File: src/rtl/sub_div_ctrl.sv
// -----------------------------------------------------------------------------
// sub_div_ctrl
//
// Unsigned divider sequencer built around an external subtractor SFR
// (Q <= D on ld, Q <= Q - S on sub). The dividend is loaded into the SFR and
// the divisor is subtracted once per cycle while the SFR value is still
// >= divisor. The number of subtracts is the quotient and the residue left in
// the SFR is the remainder.
//
// Ports
//   clk        rising-edge clock
//   rst_n      asynchronous active-low reset
//   start      request a division (sampled only while idle)
//   abort      cancel a division in LOAD/CHECK, no done is produced
//   dividend   unsigned dividend, sampled with start
//   divisor    unsigned divisor, sampled with start
//   busy       high whenever the sequencer is not idle
//   done       one-cycle pulse when quotient/remainder/div_zero are valid
//   div_zero   divisor was zero (held until the next accepted start)
//   quotient   result (held until the next accepted start)
//   remainder  result (held until the next accepted start)
//   sfr_ld     SFR load strobe
//   sfr_sub    SFR subtract strobe
//   sfr_D      SFR load data, the latched dividend
//   sfr_S      SFR subtrahend, the latched divisor
//   sfr_Q      SFR current value
//
// state | meaning
// ------+-----------------------------------------------------------------
// IDLE  | waiting for start; results of the last operation are held
// LOAD  | SFR is loaded with the latched dividend
// CHECK | one subtract per cycle while sfr_Q >= divisor, then capture results
// DONE  | results valid, done pulses for this single cycle
// -----------------------------------------------------------------------------
module sub_div_ctrl #(
    parameter int SIZE = 32
) (
    input  logic            clk,
    input  logic            rst_n,
    input  logic            start,
    input  logic            abort,
    input  logic [SIZE-1:0] dividend,
    input  logic [SIZE-1:0] divisor,
    output logic            busy,
    output logic            done,
    output logic            div_zero,
    output logic [SIZE-1:0] quotient,
    output logic [SIZE-1:0] remainder,
    output logic            sfr_ld,
    output logic            sfr_sub,
    output logic [SIZE-1:0] sfr_D,
    output logic [SIZE-1:0] sfr_S,
    input  logic [SIZE-1:0] sfr_Q
);

    typedef enum logic [1:0] {
        IDLE  = 2'd0,
        LOAD  = 2'd1,
        CHECK = 2'd2,
        DONE  = 2'd3
    } state_t;

    localparam logic [SIZE-1:0] ONE = {{(SIZE-1){1'b0}}, 1'b1};

    state_t          state;
    logic [SIZE-1:0] count;
    logic            q_ge_s;

    // The compare runs against the latched divisor, so the subtract strobe
    // and the SFR subtrahend always agree.
    assign q_ge_s  = (sfr_Q >= sfr_S);

    assign busy    = (state != IDLE);
    assign done    = (state == DONE);
    assign sfr_ld  = (state == LOAD);
    assign sfr_sub = (state == CHECK) && q_ge_s;

    always_ff @(posedge clk or negedge rst_n) begin
        if (!rst_n) begin
            state     <= IDLE;
            count     <= '0;
            div_zero  <= 1'b0;
            quotient  <= '0;
            remainder <= '0;
            sfr_D     <= '0;
            sfr_S     <= '0;
        end else begin
            case (state)
                IDLE: begin
                    if (start) begin
                        sfr_D <= dividend;
                        sfr_S <= divisor;
                        count <= '0;
                        if (divisor == '0) begin
                            // Divide by zero is reported without touching the SFR.
                            div_zero  <= 1'b1;
                            quotient  <= '1;
                            remainder <= dividend;
                            state     <= DONE;
                        end else begin
                            div_zero  <= 1'b0;
                            quotient  <= '0;
                            remainder <= '0;
                            state     <= LOAD;
                        end
                    end
                end

                LOAD: begin
                    state <= abort ? IDLE : CHECK;
                end

                CHECK: begin
                    if (abort) begin
                        // Results stay at their cleared values.
                        state <= IDLE;
                    end else if (q_ge_s) begin
                        count <= count + ONE;
                    end else begin
                        quotient  <= count;
                        remainder <= sfr_Q;
                        state     <= DONE;
                    end
                end

                DONE: begin
                    state <= IDLE;
                end

                default: begin
                    state <= IDLE;
                end
            endcase
        end
    end

    // The SFR must never see load and subtract together, and done is a pulse.
    assert property (@(posedge clk) disable iff (!rst_n) !(sfr_ld && sfr_sub));
    assert property (@(posedge clk) disable iff (!rst_n) done |=> !done);

endmodule
File: config.mk
export PLATFORM = sky130hd
export DESIGN_NAME = sub_div_ctrl
export DESIGN_NICKNAME = d
export VERILOG_FILES = /design/src/rtl/sub_div_ctrl.sv
export SDC_FILE = /design/constraint.sdc
export NUM_CORES = 1
export LEC_CHECK = 0
export ABC_AREA = 1
export BUFFER_PORTS_ARGS = -buffer_cell sky130_fd_sc_hd__buf_2
export CAP_MARGIN = 0
export CORE_UTILIZATION = 29
export CTS_BUF_LIST = sky130_fd_sc_hd__clkbuf_8 sky130_fd_sc_hd__clkbuf_16
export CTS_CLUSTER_SIZE = 8
export DETAILED_ROUTE_END_ITERATION = 12
export PLACE_DENSITY_LB_ADDON = 0.25
export SLEW_MARGIN = 30
export SYNTH_ARGS = -nofsm -noshare
export SYNTH_HDL_FRONTEND = slang
export SYNTH_SLANG_ARGS = --single-unit
File: constraint.sdc
create_clock -name clk -period 1.8 [get_ports clk]
set_input_delay 0.18 -clock clk [delete_from_list [all_inputs] [get_ports clk]]
set_output_delay 0.18 -clock clk [all_outputs]
set_load 0.01 [all_outputs]
==> impl_metrics.env <==
export IMPL_drt_wirelength_per_cell_um=15.4
export IMPL_layout_common_cells="sky130_fd_sc_hd__nand2_1 (358), sky130_fd_sc_hd__buf_2 (230), sky130_fd_sc_hd__dfrtp_1 (163)"
export IMPL_htreeDepth=4
export IMPL_tritoncts="built"
export IMPL_drc_marker_count_from_the_first_detailed_route_iteration=439
export IMPL_endpoint_kind="output pin"
export IMPL_avgSynthCellArea_um2=7.54
export IMPL_globalplace_congestion=0.873
export IMPL_post_route_util_pct=41.6
export IMPL_die_height_um=176
export IMPL_clkTransAtPathRegs_ns=0.07
export IMPL_number_of_nets_in_the_final_layout=1615
export IMPL_grt_pass1_vias=8268
export IMPL_synth_seq_cells=163
export IMPL_synth_warnings=0
export IMPL_groute_usage_overall_pct=19.1
export IMPL_clock_fmax_mhz=431
export IMPL_unrepaired_setup_endpoints_after_global_routing="yes"
export IMPL_vdd_drop_max_mv=0.836
export IMPL_synthesis_area_mm2=0.00880
export IMPL_violations="negative setup slack"
export IMPL_critical_path_required_ns=1.62
export IMPL_via_count=8636
export IMPL_tightest_slew_ns=0.492
export IMPL_final_fill_count=3031
export IMPL_report_final_hold_viol_count=0
export IMPL_worstSetupPathType="reg2out"
export IMPL_min_path_cells=3
export IMPL_outcome="finished with violations"
export IMPL_floorplan_core_area_mm2=0.0297
export IMPL_first_pass_grt_wire_length_um=45900
export IMPL_dieWidth_um=176
export IMPL_design_power_total_mw=16.4
export IMPL_worstPathMaxFanout=2
export IMPL_timing_final_max_slew_violations=0
export IMPL_share_of_post_route_cells_with_drive_strength_above_1_pct=31.5
export IMPL_maxSlewHeadroom_pct=67.2
export IMPL_number_of_antenna_violations_at_the_first_check_in_global_routing=2
export IMPL_period_needed_ns=2.32
export IMPL_final_instance_count_excl_fill=1887
export IMPL_ctsRootBufferMaster="sky130_fd_sc_hd__clkbuf_16"
export IMPL_r2r_worst_path_cells=15
export IMPL_std_cell_rows=63
export IMPL_p_per_area_mw_per_mm2=1330
export IMPL_place_detailed_hpwl_um=20700
export IMPL_grt_max_degree=130
export IMPL_worstSkewPairLatency_ns=0.44
export IMPL_io_buffer_count=232
export IMPL_start_kind="flop"
export IMPL_residual_antenna_violating_net_count_after_detailed_routing=0
export IMPL_dr_pass1_iters=6
export IMPL_post_place_cells=1827
export IMPL_power_leakage_nw=6.81
export IMPL_post_synth_num_cell_types=32
export IMPL_cts_sinks=163
export IMPL_design_portCount=233
export IMPL_placedInstanceArea_mm2=0.0110
export IMPL_cap_viol_max_count=0
export IMPL_post_route_period_util_pct=129
export IMPL_synth_nets=1300
export IMPL_global_route_congestion_overflow_total=0
export IMPL_clock_tree_buffer_depth=2
export IMPL_effective_utilization_at_floorplan_pct=29.6
export IMPL_setup_viol=98
export IMPL_dp_worst_setup_slack_ns=-0.325
export IMPL_synthesis_instances=1167
export IMPL_via_per_inst=4.58
export IMPL_final_setup_skew_ns=0.0162
export IMPL_worst_ep_arrival_time_ns=2.14
export IMPL_synth_sequential_area_ratio_pct=46.3
export IMPL_die_area_mm2=0.0311
export IMPL_commonest_non_fill_non_tap_cell_in_the_layout="sky130_fd_sc_hd__nand2_1"
export IMPL_numCtsBuffers=17
export IMPL_final_area_mm2=0.0124
export IMPL_postRouteWirelength_um=29100
export IMPL_min_delay_path_class="in2reg"
export IMPL_detail_route_drc_violations=0
export IMPL_areaGrowthSynthToFinish_pct=40.5
export IMPL_post_route_worst_setup_slack_ns=-0.520
-- layout make-up --
class                      instances  area, um^2  area share, %
clock inverter                    12         144           1.16
multi-input combinational        806        4250           34.4
timing repair buffer             353        2400           19.4
sequential                       163        4080           33.0
clock buffer                      20         467           3.77
antenna                            2        5.00         0.0405
tap                              390         488           3.95
inverter                         141         532           4.30
-- path summary, 6_finish.rpt --
| path | start | endpoint | slack, ns |
|---|---|---|---|
| min in group asynchronous | rst_n | sfr_D[3] | 0.19 |
| worst min-delay path | divisor[9] | sfr_S[9] | 0.01 |
| worst max-delay path | sfr_S[9] | sfr_sub | -0.52 |
| max in group asynchronous | rst_n | count[16] | 0.96 |
| worst max register to register | sfr_S[9] | quotient[4] | -0.43 |
| worst min register to register | remainder[18] | remainder[18] | 0.47 |
-- synth_stat cells --
cell / count / share of area (%)
sky130_fd_sc_hd__a21oi_1: 17 / 0.97
sky130_fd_sc_hd__a21oi_2: 1 / 0.099
sky130_fd_sc_hd__and3_1: 1 / 0.071
sky130_fd_sc_hd__buf_1: 4 / 0.17
sky130_fd_sc_hd__buf_2: 18 / 1.0
sky130_fd_sc_hd__buf_4: 1 / 0.085
sky130_fd_sc_hd__buf_6: 10 / 1.3
sky130_fd_sc_hd__clkbuf_1: 27 / 1.2
sky130_fd_sc_hd__clkinv_1: 1 / 0.043
sky130_fd_sc_hd__dfrtp_1: 163 / 46
sky130_fd_sc_hd__ha_1: 33 / 4.7
sky130_fd_sc_hd__inv_1: 137 / 5.8
sky130_fd_sc_hd__inv_2: 3 / 0.13
sky130_fd_sc_hd__nand2_1: 404 / 17
sky130_fd_sc_hd__nand2_2: 4 / 0.28
sky130_fd_sc_hd__nand2_4: 2 / 0.26
sky130_fd_sc_hd__nand3_1: 103 / 5.9
sky130_fd_sc_hd__nand3_2: 1 / 0.11
sky130_fd_sc_hd__nand3b_1: 1 / 0.085
sky130_fd_sc_hd__nand4_1: 23 / 1.6
sky130_fd_sc_hd__nor2_1: 39 / 1.7
sky130_fd_sc_hd__nor2_2: 3 / 0.21
sky130_fd_sc_hd__nor3_1: 21 / 1.2
sky130_fd_sc_hd__nor3_2: 2 / 0.23
sky130_fd_sc_hd__nor3_4: 1 / 0.18
sky130_fd_sc_hd__nor3b_1: 1 / 0.085
sky130_fd_sc_hd__o21a_1: 2 / 0.17
sky130_fd_sc_hd__o21ai_0: 124 / 7.0
sky130_fd_sc_hd__o21ai_1: 1 / 0.057
sky130_fd_sc_hd__o22a_1: 1 / 0.099
sky130_fd_sc_hd__or2_2: 2 / 0.14
sky130_fd_sc_hd__xor2_1: 16 / 1.6
-- timing repair --
action | 4_1_cts | 5_1_grt
hold buffers | 4 | 0
buffers inserted | 8 | 8
pin swaps | 13 | 17
setup endpoints to repair | 98 | 98
gates resized for setup | 47 | 53
gates cloned | 6 | 1
hold endpoints to repair | 166 | 0
-- power by group --
group / leakage, nW / total, mW / switching (mW) / internal [mW]
combinational: 4.36 / 7.42 / 4.30 / 3.12
sequential: 2.16 / 5.17 / 0.529 / 4.65
clock: 0.290 / 3.85 / 1.67 / 2.18
-- kinds of logic (layout without fill, tap and decap cells) --
kind of cell	after synthesis	count (layout)	synth area share (%)
and+or+nand+nor	608	611	29.2
buffers and inverters	201	526	9.72
DFF	163	163	46.3
AOI/OAI and AO/OA	146	146	8.44
adders and majority gates	33	33	4.69
xor gates and xnor gates	16	16	1.59
other	0	2	0
-- critical path, stage by stage, from the launching register on --
cell                      delay (ns)
sky130_fd_sc_hd__dfrtp_1        0.34
sky130_fd_sc_hd__inv_1          0.05
sky130_fd_sc_hd__ha_1           0.31
sky130_fd_sc_hd__a21oi_1        0.16
sky130_fd_sc_hd__o21ai_1        0.08
sky130_fd_sc_hd__a21oi_1        0.18
sky130_fd_sc_hd__nand2_2        0.12
sky130_fd_sc_hd__nand2_4        0.10
sky130_fd_sc_hd__nand2_4        0.05
sky130_fd_sc_hd__nand2_4        0.07
sky130_fd_sc_hd__buf_12         0.12
sky130_fd_sc_hd__inv_4          0.03
sky130_fd_sc_hd__buf_6          0.10
-- registers in the layout, indices dropped and copies added, names as in the netlist --
name / flops
count: 32
sfr_D: 32
state: 2
quotient: 32
div_zero: 1
sfr_S: 32
remainder: 32
-- stage by stage --
stage | TNS, ns | hold WS (ns)
4_1_cts | -31.63 | 0.0000488
5_1_grt | -48.83 | 0.00445
2_1_floorplan | -6.70 | -0.116
3_3_place_gp | -25.62 | 0.0741
6_report | -36.26 | 0.00964
3_5_place_dp | -26.79 | 0.0727
-- metal layers --
metal | up-vias | share of wire (%) | track usage, %
met4 | 0 | 1.8 | 5.62
met3 | 36 | 5.4 | 4.44
met2 | 206 | 46 | 30.3
met1 | 4038 | 47 | 25.7
li1 | 4356 | - | -
met5 | - | 0 | 0
(Power assumes the default switching activity.)
